$ cat src/rtl/decode_stage_param_pkg.sv
// Shared types and constants for the decode stage: FSM states and the
// exception codes raised by decode itself.
package decode_stage_param_pkg;

  typedef enum logic {
    RUN  = 1'b0,
    LUSE = 1'b1
  } state_t;

  localparam logic [3:0] EXC_ILLEGAL = 4'd2;
  localparam logic [3:0] EXC_ECALL   = 4'd8;

  // An upstream exception wins over anything decode discovers.
  function automatic logic [3:0] exc_code_sel(
    input logic       up_valid,
    input logic [3:0] up_code,
    input logic       illegal,
    input logic       ecall
  );
    if (up_valid)     return up_code;
    else if (illegal) return EXC_ILLEGAL;
    else if (ecall)   return EXC_ECALL;
    else              return 4'd0;
  endfunction

endpackage

$ cat src/rtl/decode_stage_param_if.sv
// ID/EX pipeline register bus: the decode stage is the master,
// the execute stage is the slave and supplies out_ready.
interface decode_stage_param_if #(
  parameter int XLEN   = 64,
  parameter int CTRL_W = 48
);
  logic              out_valid;
  logic              out_ready;
  logic [XLEN-1:0]   out_pc;
  logic [XLEN-1:0]   out_rs1_val;
  logic [XLEN-1:0]   out_rs2_val;
  logic [4:0]        out_wd;
  logic              out_wb;
  logic              out_mem_read;
  logic [CTRL_W-1:0] out_ctrl;
  logic              out_exc_valid;
  logic [3:0]        out_exc_code;

  modport master (
    output out_valid, out_pc, out_rs1_val, out_rs2_val, out_wd, out_wb,
           out_mem_read, out_ctrl, out_exc_valid, out_exc_code,
    input  out_ready
  );

  modport slave (
    input  out_valid, out_pc, out_rs1_val, out_rs2_val, out_wd, out_wb,
           out_mem_read, out_ctrl, out_exc_valid, out_exc_code,
    output out_ready
  );
endinterface

$ cat src/rtl/decode_stage_param_fwd_select.sv
// Operand bypass selector: the lowest-index (youngest) matching channel wins
// over the register file; register x0 always reads as zero.
module fwd_select #(
  parameter int XLEN    = 64,
  parameter int NUM_FWD = 2
) (
  input  logic [4:0]            rs,
  input  logic [XLEN-1:0]       rf_data,
  input  logic [NUM_FWD-1:0]    fwd_valid,
  input  logic [NUM_FWD-1:0]    fwd_wb,
  input  logic [NUM_FWD*5-1:0]  fwd_wd,
  input  logic [NUM_FWD*XLEN-1:0] fwd_data,
  output logic [XLEN-1:0]       val
);
  logic [NUM_FWD-1:0] hit;

  genvar gi;
  generate
    for (gi = 0; gi < NUM_FWD; gi++) begin : g_hit
      assign hit[gi] = fwd_valid[gi] & fwd_wb[gi] & (fwd_wd[gi*5 +: 5] == rs);
    end
  endgenerate

  // Walk from oldest to youngest so the youngest hit overwrites.
  always_comb begin
    val = rf_data;
    for (int i = NUM_FWD - 1; i >= 0; i--) begin
      if (hit[i]) val = fwd_data[i*XLEN +: XLEN];
    end
    if (rs == 5'd0) val = '0;
  end
endmodule

$ cat src/rtl/decode_stage_param.sv
// Decode stage: operand fetch with bypass, load-use interlock and the
// ID/EX pipeline register.
module decode_stage_param
  import decode_stage_param_pkg::*;
#(
  parameter int XLEN     = 64,
  parameter int NUM_FWD  = 2,
  parameter int LOAD_LAT = 1,
  parameter int CTRL_W   = 48
) (
  input  logic                    clk,
  input  logic                    rst,
  input  logic                    in_valid,
  output logic                    in_ready,
  input  logic [XLEN-1:0]         in_pc,
  input  logic                    in_exc_valid,
  input  logic [3:0]              in_exc_code,
  input  logic [4:0]              dec_rs1,
  input  logic [4:0]              dec_rs2,
  input  logic                    dec_use1,
  input  logic                    dec_use2,
  input  logic [4:0]              dec_wd,
  input  logic                    dec_wb,
  input  logic                    dec_mem_read,
  input  logic                    dec_illegal,
  input  logic                    dec_ecall,
  input  logic [CTRL_W-1:0]       dec_ctrl,
  output logic [4:0]              rf_rs1_addr,
  output logic [4:0]              rf_rs2_addr,
  input  logic [XLEN-1:0]         rf_rs1_data,
  input  logic [XLEN-1:0]         rf_rs2_data,
  input  logic [NUM_FWD-1:0]      fwd_valid,
  input  logic [NUM_FWD-1:0]      fwd_wb,
  input  logic [NUM_FWD*5-1:0]    fwd_wd,
  input  logic [NUM_FWD*XLEN-1:0] fwd_data,
  input  logic                    flush,
  decode_stage_param_if.master    id_ex
);
  // A zero-latency build still needs a legal one-bit counter.
  localparam int CNT_W = (LOAD_LAT > 0) ? $clog2(LOAD_LAT + 1) : 1;
  localparam logic [CNT_W-1:0] CNT_LOAD = CNT_W'(LOAD_LAT);

  state_t            state_reg;
  logic [CNT_W-1:0]  cnt_reg;
  logic              valid_reg, wb_reg, mem_read_reg, exc_valid_reg;
  logic [XLEN-1:0]   pc_reg, rs1_val_reg, rs2_val_reg;
  logic [4:0]        wd_reg;
  logic [CTRL_W-1:0] ctrl_reg;
  logic [3:0]        exc_code_reg;

  logic [XLEN-1:0] rs1_val_next, rs2_val_next;
  logic            advance, luse_hit, accept;

  assign rf_rs1_addr = dec_rs1;
  assign rf_rs2_addr = dec_rs2;

  fwd_select #(.XLEN(XLEN), .NUM_FWD(NUM_FWD)) u_fwd_rs1 (
    .rs(dec_rs1), .rf_data(rf_rs1_data), .fwd_valid(fwd_valid), .fwd_wb(fwd_wb),
    .fwd_wd(fwd_wd), .fwd_data(fwd_data), .val(rs1_val_next)
  );

  fwd_select #(.XLEN(XLEN), .NUM_FWD(NUM_FWD)) u_fwd_rs2 (
    .rs(dec_rs2), .rf_data(rf_rs2_data), .fwd_valid(fwd_valid), .fwd_wb(fwd_wb),
    .fwd_wd(fwd_wd), .fwd_data(fwd_data), .val(rs2_val_next)
  );

  // A load sitting in ID/EX cannot bypass its data yet, so its consumer waits.
  assign advance  = id_ex.out_ready | ~valid_reg;
  assign luse_hit = (LOAD_LAT > 0) & valid_reg & mem_read_reg & wb_reg & (wd_reg != 5'd0) &
                    ((dec_use1 & (dec_rs1 == wd_reg)) | (dec_use2 & (dec_rs2 == wd_reg)));
  assign in_ready = advance & (state_reg == RUN) & ~luse_hit;
  assign accept   = in_valid & in_ready;

  always_ff @(posedge clk) begin
    if (!rst) begin
      state_reg     <= RUN;
      cnt_reg       <= '0;
      valid_reg     <= 1'b0;
      pc_reg        <= '0;
      rs1_val_reg   <= '0;
      rs2_val_reg   <= '0;
      wd_reg        <= '0;
      wb_reg        <= 1'b0;
      mem_read_reg  <= 1'b0;
      ctrl_reg      <= '0;
      exc_valid_reg <= 1'b0;
      exc_code_reg  <= '0;
    end else if (flush) begin
      state_reg     <= RUN;
      cnt_reg       <= '0;
      valid_reg     <= 1'b0;
      exc_valid_reg <= 1'b0;
    end else begin
      unique case (state_reg)
        RUN: begin
          if (in_valid & luse_hit & advance) begin
            state_reg <= LUSE;
            cnt_reg   <= CNT_LOAD;
          end
        end
        LUSE: begin
          if (advance) begin
            cnt_reg <= cnt_reg - CNT_W'(1);
            if (cnt_reg == CNT_W'(1)) state_reg <= RUN;
          end
        end
      endcase

      if (accept) begin
        valid_reg     <= 1'b1;
        pc_reg        <= in_pc;
        rs1_val_reg   <= rs1_val_next;
        rs2_val_reg   <= rs2_val_next;
        wd_reg        <= dec_wd;
        wb_reg        <= dec_wb;
        mem_read_reg  <= dec_mem_read;
        ctrl_reg      <= dec_ctrl;
        exc_valid_reg <= in_exc_valid | dec_illegal | dec_ecall;
        exc_code_reg  <= exc_code_sel(in_exc_valid, in_exc_code, dec_illegal, dec_ecall);
      end else if (advance) begin
        valid_reg <= 1'b0;
      end
    end
  end

  assign id_ex.out_valid     = valid_reg;
  assign id_ex.out_pc        = pc_reg;
  assign id_ex.out_rs1_val   = rs1_val_reg;
  assign id_ex.out_rs2_val   = rs2_val_reg;
  assign id_ex.out_wd        = wd_reg;
  assign id_ex.out_wb        = wb_reg;
  assign id_ex.out_mem_read  = mem_read_reg;
  assign id_ex.out_ctrl      = ctrl_reg;
  assign id_ex.out_exc_valid = exc_valid_reg;
  assign id_ex.out_exc_code  = exc_code_reg;
endmodule

$ cat src/flat_wrapper.sv
// flat-port wrapper written by rule: the top's interface ports become plain ports
module decode_stage_param_flat import decode_stage_param_pkg::*;
#(
  parameter int XLEN     = 64,
  parameter int NUM_FWD  = 2,
  parameter int LOAD_LAT = 1,
  parameter int CTRL_W   = 48
)
  (clk, rst, in_valid, in_ready, in_pc, in_exc_valid, in_exc_code, dec_rs1, dec_rs2, dec_use1, dec_use2, dec_wd, dec_wb, dec_mem_read, dec_illegal, dec_ecall, dec_ctrl, rf_rs1_addr, rf_rs2_addr, rf_rs1_data, rf_rs2_data, fwd_valid, fwd_wb, fwd_wd, fwd_data, flush, id_ex_out_valid, id_ex_out_pc, id_ex_out_rs1_val, id_ex_out_rs2_val, id_ex_out_wd, id_ex_out_wb, id_ex_out_mem_read, id_ex_out_ctrl, id_ex_out_exc_valid, id_ex_out_exc_code, id_ex_out_ready);
  decode_stage_param_if #(.XLEN(XLEN), .CTRL_W(CTRL_W)) id_ex_i ();
  input  logic clk;
  input  logic rst;
  input  logic in_valid;
  output logic in_ready;
  input  logic [XLEN-1:0] in_pc;
  input  logic in_exc_valid;
  input  logic [3:0] in_exc_code;
  input  logic [4:0] dec_rs1;
  input  logic [4:0] dec_rs2;
  input  logic dec_use1;
  input  logic dec_use2;
  input  logic [4:0] dec_wd;
  input  logic dec_wb;
  input  logic dec_mem_read;
  input  logic dec_illegal;
  input  logic dec_ecall;
  input  logic [CTRL_W-1:0] dec_ctrl;
  output logic [4:0] rf_rs1_addr;
  output logic [4:0] rf_rs2_addr;
  input  logic [XLEN-1:0] rf_rs1_data;
  input  logic [XLEN-1:0] rf_rs2_data;
  input  logic [NUM_FWD-1:0] fwd_valid;
  input  logic [NUM_FWD-1:0] fwd_wb;
  input  logic [NUM_FWD*5-1:0] fwd_wd;
  input  logic [NUM_FWD*XLEN-1:0] fwd_data;
  input  logic flush;
  output wire logic [$bits(id_ex_i.out_valid)-1:0] id_ex_out_valid;
  output wire logic [$bits(id_ex_i.out_pc)-1:0] id_ex_out_pc;
  output wire logic [$bits(id_ex_i.out_rs1_val)-1:0] id_ex_out_rs1_val;
  output wire logic [$bits(id_ex_i.out_rs2_val)-1:0] id_ex_out_rs2_val;
  output wire logic [$bits(id_ex_i.out_wd)-1:0] id_ex_out_wd;
  output wire logic [$bits(id_ex_i.out_wb)-1:0] id_ex_out_wb;
  output wire logic [$bits(id_ex_i.out_mem_read)-1:0] id_ex_out_mem_read;
  output wire logic [$bits(id_ex_i.out_ctrl)-1:0] id_ex_out_ctrl;
  output wire logic [$bits(id_ex_i.out_exc_valid)-1:0] id_ex_out_exc_valid;
  output wire logic [$bits(id_ex_i.out_exc_code)-1:0] id_ex_out_exc_code;
  input wire logic [$bits(id_ex_i.out_ready)-1:0] id_ex_out_ready;
  assign id_ex_out_valid = id_ex_i.out_valid;
  assign id_ex_out_pc = id_ex_i.out_pc;
  assign id_ex_out_rs1_val = id_ex_i.out_rs1_val;
  assign id_ex_out_rs2_val = id_ex_i.out_rs2_val;
  assign id_ex_out_wd = id_ex_i.out_wd;
  assign id_ex_out_wb = id_ex_i.out_wb;
  assign id_ex_out_mem_read = id_ex_i.out_mem_read;
  assign id_ex_out_ctrl = id_ex_i.out_ctrl;
  assign id_ex_out_exc_valid = id_ex_i.out_exc_valid;
  assign id_ex_out_exc_code = id_ex_i.out_exc_code;
  assign id_ex_i.out_ready = id_ex_out_ready;
  decode_stage_param #(.XLEN(XLEN), .NUM_FWD(NUM_FWD), .LOAD_LAT(LOAD_LAT), .CTRL_W(CTRL_W)) u_core (.clk(clk), .rst(rst), .in_valid(in_valid), .in_ready(in_ready), .in_pc(in_pc), .in_exc_valid(in_exc_valid), .in_exc_code(in_exc_code), .dec_rs1(dec_rs1), .dec_rs2(dec_rs2), .dec_use1(dec_use1), .dec_use2(dec_use2), .dec_wd(dec_wd), .dec_wb(dec_wb), .dec_mem_read(dec_mem_read), .dec_illegal(dec_illegal), .dec_ecall(dec_ecall), .dec_ctrl(dec_ctrl), .rf_rs1_addr(rf_rs1_addr), .rf_rs2_addr(rf_rs2_addr), .rf_rs1_data(rf_rs1_data), .rf_rs2_data(rf_rs2_data), .fwd_valid(fwd_valid), .fwd_wb(fwd_wb), .fwd_wd(fwd_wd), .fwd_data(fwd_data), .flush(flush), .id_ex(id_ex_i));
endmodule
$ cat config.mk
export PLATFORM = sky130hd
export DESIGN_NAME = decode_stage_param_flat
export DESIGN_NICKNAME = d
export VERILOG_FILES = /design/src/rtl/decode_stage_param_pkg.sv /design/src/rtl/decode_stage_param_if.sv /design/src/rtl/decode_stage_param_fwd_select.sv /design/src/rtl/decode_stage_param.sv /design/src/flat_wrapper.sv
export SDC_FILE = /design/constraint.sdc
export NUM_CORES = 1
export LEC_CHECK = 0
export ABC_AREA = 1
export CORE_AREA = 2 2 260 262
export CTS_CLUSTER_DIAMETER = 120
export DETAILED_ROUTE_END_ITERATION = 8
export DIE_AREA = 0 0 262 264
export DONT_BUFFER_PORTS = 1
export GPL_TIMING_DRIVEN = 0
export RECOVER_POWER = 50
export SLEW_MARGIN = 40
export SYNTH_ARGS = -nofsm -noshare
export SYNTH_HDL_FRONTEND = slang
export SYNTH_SLANG_ARGS = --single-unit
$ cat constraint.sdc
create_clock -name clk -period 2 [get_ports clk]
set_input_delay 0.4 -clock clk [delete_from_list [all_inputs] [get_ports clk]]
set_output_delay 0.4 -clock clk [all_outputs]
set_load 0.05 [all_outputs]
## After elaboration in Yosys (flattened, before gate mapping)

Index checks and enable logic that the tools add are counted.

| operators by class | value |
|---|---|
| add/sub/neg operators | 1 |
| equality and inequality tests | 8 |
| muxes and demuxes | 18 |
| bitwise gates (word level) | 26 |
| reductions and logical operators | 7 |

Operators by type and width:

| kind | number |
|---|---|
| $mux 64 | 6 |
| $eq 5x5->1 | 6 |
| $and 1x1->1 | 17 |
| $mux 4 | 3 |
| $logic_not 5->1 | 2 |
| $mux 1 | 7 |
| $not 1->1 | 5 |
| $reduce_bool 5->1 | 1 |
| $ne 2x2->1 const B | 2 |
| $or 1x1->1 | 4 |
| $pmux 1 s2 | 2 |
| $reduce_and 2->1 | 2 |
| $reduce_bool 2->1 | 1 |
| $reduce_or 2->1 | 1 |
| $sub 1x1->1 const B | 1 |

| storage, ports and cells | value |
|---|---|
| register bits | 255 |
| input port bits | 413 |
| output and inout bits | 264 |

## Longest topological paths before layout

| depth | value |
|---|---|
| depth in word-level cells | 8 |
| gate-level depth with buffers | 14 |

## By module

A second synthesis with hierarchy kept.

| second synthesis, totals | value |
|---|---|
| cell total of the unflattened synthesis | 2792 |
| area, all modules | 15855.2 um^2 |

By module, submodules not included:

| module | times used | cells an instance | area each (um^2) | seq. area each (um^2) |
|---|---|---|---|---|
| decode_stage_param | 1 | 1692 | 10797.9 | 5104.9 |
| fwd_select | 2 | 550 | 2528.7 | 0.0 |

## Worst setup path after synthesis

Ideal clock, no wire load.

| path | value |
|---|---|
| path kind | flip-flop to output port |
| from | register u_core.wd_reg[2], in the netlist u_core.id_ex.out_wd[2] |
| to | output port in_ready |
| data arrival time | 1884 ps |
| slack | -284 ps |
| cell stages (with the launch flop) | 7 |
| buffers on the path | 0 |
| cell sequence | dfxtp_1 inv_1 nor2_1 nor2_1 nand3_1 nand2_2 a21oi_1 |

| between the ends | value |
|---|---|
| cells in the longest elaborated chain, start to end | 6 |
| elaborated cells between the ends (all ways) | 10 |
| those cells by class | 2 x eq/ne; 7 x bitwise; 1 x reduce/logical |

Ends and longest elaborated chain:

| item | line | source |
|---|---|---|
| start, declared | decode_stage_param.sv:47 | `logic [4:0] wd_reg;` |
| start signal, assigned | decode_stage_param.sv:114 | `wd_reg <= dec_wd;` |
| $eq 5x5->1 | decode_stage_param.sv:70 | `((dec_use1 & (dec_rs1 == wd_reg)) \| (dec_use2 & (dec_rs2 == wd_reg)));` |
| $and 1x1->1 | decode_stage_param.sv:70 |  |
| $or 1x1->1 | decode_stage_param.sv:70 |  |
| $and 1x1->1 * | decode_stage_param.sv:69 | `assign luse_hit = (LOAD_LAT > 0) & valid_reg & mem_read_reg & wb_reg & (wd_reg != 5'd0) &` |
| $not 1->1 * | decode_stage_param.sv:71 | `assign in_ready = advance & (state_reg == RUN) & ~luse_hit;` |
| $and 1x1->1 * | decode_stage_param.sv:71 |  |
| end, declared | flat_wrapper.sv:14 | `output logic in_ready;` |

Mark *: on every way between the ends. The rest lies on a longest branch, timed or not.

## Final worst setup path

| path | value |
|---|---|
| from | register u_core.wd_reg[0], in the netlist u_core.id_ex.out_wd[0] |
| to | register u_core.pc_reg[23], in the netlist u_core.id_ex.out_pc[23] |

| between the ends | value |
|---|---|
| cells in the longest elaborated chain, start to end | 8 |
| elaborated cells between the ends (all ways) | 12 |
| those cells by class | 2 x eq/ne; 8 x bitwise; 2 x reduce/logical |

Ends and longest elaborated chain:

| item | line | source |
|---|---|---|
| $eq 5x5->1 | decode_stage_param.sv:70 |  |
| $and 1x1->1 | decode_stage_param.sv:70 |  |
| $or 1x1->1 | decode_stage_param.sv:70 |  |
| $and 1x1->1 * | decode_stage_param.sv:69 |  |
| $not 1->1 * | decode_stage_param.sv:71 |  |
| $and 1x1->1 * | decode_stage_param.sv:71 |  |
| $and 1x1->1 * | decode_stage_param.sv:72 | `assign accept = in_valid & in_ready;` |
| $reduce_and 2->1 (no line) * | - |  |
| end signal, assigned | decode_stage_param.sv:111 | `pc_reg <= in_pc;` |
| end, declared | decode_stage_param.sv:46 | `logic [XLEN-1:0] pc_reg, rs1_val_reg, rs2_val_reg;` |

Marked as above.
A chain may end at the register's enable or synchronous reset.

==> flow_metrics.tcl <==
set metrics [dict create \
    r2r_start "u_core.id_ex.out_wd[0]" \
    crit_path_frequent_cell "buf_12" \
    drt.antenna.violating_nets 0 \
    slew_headroom_pct 40.0 \
    rr_endpoint "u_core.id_ex.out_pc[23]" \
    dpl.hpwl_um 60500 \
    fin_ws_ns -0.314 \
    timing.final.crit_share_pct 116 \
    layout-drive-gt1-share_pct 23.0 \
    max_freq_mhz 432 \
    drv_slew 0 \
    antenna_found_initial 18 \
    routed_wl_um 86100 \
    root_buffer "clkbuf_16" \
    rsz0062_at_grt "true" \
    drtPass1Iterations 5 \
    cts_made_buffers 31 \
    reg2reg_slack_ns -0.31 \
    synthCells 2488 \
    cts_tree "built" \
    slowest_delay_ns 0.49 \
    grt-ovfl-total 0 \
    drt_iter0_drc 1321 \
    initial_core_util_pct 21.6 \
    violations "negative setup slack" \
    hold_path.class "in2reg" \
    worstSetupStartpointType "flip-flop" \
    hp-start "fwd_data[53]" \
    path_clk_slew_ns 0.07 \
    area_growth_syn_to_layout_pct 52.6 \
    grt_usage_pct 23.1 \
    rows 95 \
    fin_skew_ns 0.0410 \
    routed_via_density 4.75 \
    grt_pass1_vias 16600 \
    final_core_util_pct 33.0 \
    syn-num-nets 2901 \
    p_per_area_nw_per_um2 751 \
    crit_fanout 5 \
    fin_crit_ns 2.31 \
    setup_viol 252 \
    worst_path_max_delay_cell "dfxtp_4" \
    p_leak_nw 9.98 \
    grt_pass1_wl_um 116000 \
    max_cap_viol_count 0 \
    nets 3159 \
    grt_max_degree 16 \
    wire_per_inst_um 23.5 \
    yosysUniqueCellTypes 25 \
    hold_viol 0 \
    die_x_um 262 \
    synth_area_per_cell_sq_um 5.79 \
    yosysSeqAreaShare_pct 35.4 \
    whs_path_depth 4 \
    path_cells "nand2_1 > nand2_1 > nor2_1 > nand3_1 > nand2_4 > buf_6 > nand2_8 > nand3_4 > buf_12 > buf_12 > buf_8 > buf_12 > buf_8 > buf_12 > nor2_4 > nor2_1" \
    total_power_mw 16.5 \
    die_y_um 264 \
    status "complete, but fails checks" \
    r2r_cells 16 \
    cp_data_required_time_ns 2.49 \
    crit_arrival_ns 2.80 \
    end_kind "flip-flop" \
    ir_drop_v 0.000677 \
    ys_warn_count 0 \
    clk_latency_ns 0.62 \
    holdPathEnd "u_core.id_ex.out_rs2_val[53]" \
    io_buffers 0 \
    clk_path_buf_depth 3 \
    fp.coreArea_sq_um 66600 \
    ios 677 \
    vias 17400 \
    cts_max_level 1 \
    gp_congestion 0.965 \
    drc 0 \
    dieArea_sq_um 69200 \
    ys_ff_latch 255 \
    path_class "reg2reg" \
    tightest_slew_ns 0.901 \
    setup.worst_path.start "u_core.id_ex.out_wd[0]" \
    clock_sinks 255 \
    syn_area_sq_um 14400 \
]
worst max-delay path by stage:
stage                                   end  slack [ns]  cells after the start
6_report            u_core.id_ex.out_pc[23]       -0.31                     16
5_1_grt             u_core.id_ex.out_pc[23]       -0.40                     16
4_1_cts                            in_ready       -0.34                      6
3_5_place_dp    u_core.id_ex.out_rs2_val[3]       -0.96                     12
3_3_place_gp   u_core.id_ex.out_rs2_val[37]       -1.40                      7
2_1_floorplan  u_core.id_ex.out_rs1_val[26]        0.02                     12
layout make-up:
class | count | area (sq um)
clock buffer | 44 | 915
tap | 873 | 1090
buffer | 168 | 1220
inverter | 279 | 1060
clock inverter | 12 | 174
multi-input combinational | 1773 | 9000
sequential | 255 | 5130
antenna | 15 | 37.5
fill | 7014 | 44600
timing repair buffer | 238 | 3360
placed cells by master, fill, tap and decap left out, types with 15 or more instances in the layout:
cell           count
nor2_1           546
nand2_1          507
inv_1            267
dfxtp_1          247
nand3_1          200
nand2_2          153
dlygate4sd3_1    126
clkbuf_1          84
nor2_2            71
nand4_1           69
a21oi_2           53
a21oi_1           48
clkbuf_16         46
nor2_4            41
buf_8             41
buf_12            38
a21oi_4           31
nand2_4           28
buf_16            26
buf_6             24
buf_2             23
buf_1             19
diode_2           15
metal layers:
metal  GRT usage, %  up-vias  share of wire [%]
met3           8.86      247                 11
met1           24.6     8005                 36
met2           39.6      985                 47
li1               -     8126                  -
met5              0        -              0.015
met4           11.5        2                5.7
power breakdown:
group	switching, mW	leakage (nW)	internal [mW]
clock network	2.57	0.537	3.68
logic	1.80	7.33	1.40
registers	1.63	2.11	5.44
total	6.00	9.98	10.5
through the flow:
| step | area (sq um) | TNS [ns] | setup WS (ns) | cells | hold WS (ns) |
|---|---|---|---|---|---|
| global placement | 15500 | -209.69 | -1.40 | 3361 | 0.462 |
| CTS | 20600 | -47.43 | -0.339 | 3626 | 0.00211 |
| global route | 22000 | -69.02 | -0.402 | 3656 | 0.0396 |
| floorplan | 14400 | 0 | 0.0151 | 2488 | 0.450 |
| finish | 22000 | -42.76 | -0.314 | 3657 | 0.0525 |
| detailed placement | 15500 | -190.81 | -0.956 | 3363 | 0.480 |
Yosys cell counts, drive strengths merged:
master | number | area share [%]
o31ai | 1 | 0.052
xor2 | 5 | 0.30
a22oi | 1 | 0.052
o21ai | 8 | 0.28
clkbuf | 74 | 1.9
inv | 279 | 7.3
xnor2 | 1 | 0.061
nand3 | 203 | 7.1
nor3 | 3 | 0.17
o22ai | 1 | 0.043
a21oi | 132 | 4.6
nand2 | 689 | 18
nand4 | 69 | 3.0
o211ai | 1 | 0.052
a21boi | 1 | 0.052
dfxtp | 255 | 35
nor2 | 658 | 17
buf | 107 | 4.5
timing repair:
action	4_1_cts	5_1_grt
hold buffers	126	0
endpoints found under the setup margin	252	252
cloned	38	15
hold endpoints to repair	126	0
pin swaps	16	188
buffers inserted	45	29
gates resized for setup	349	416
cell families (layout without fill, tap and decap cells):
| group | Yosys count | count (layout) | share of synthesized area, % |
|---|---|---|---|
| XOR/XNOR | 6 | 6 | 0.365 |
| AO/OA/AOI/OAI | 145 | 145 | 5.12 |
| buffers and inverters | 460 | 741 | 13.7 |
| flip-flops | 255 | 255 | 35.4 |
| AND/OR/NAND/NOR | 1622 | 1622 | 45.4 |
| other | 0 | 15 | 0 |
worst max-delay path, delay by kind of cell, from the launching register on:
family / cells / cell delay (ns)
simple gates: 9 / 0.70
buf+inv: 7 / 0.96
flops: 1 / 0.49
(Power assumes the default switching activity.)
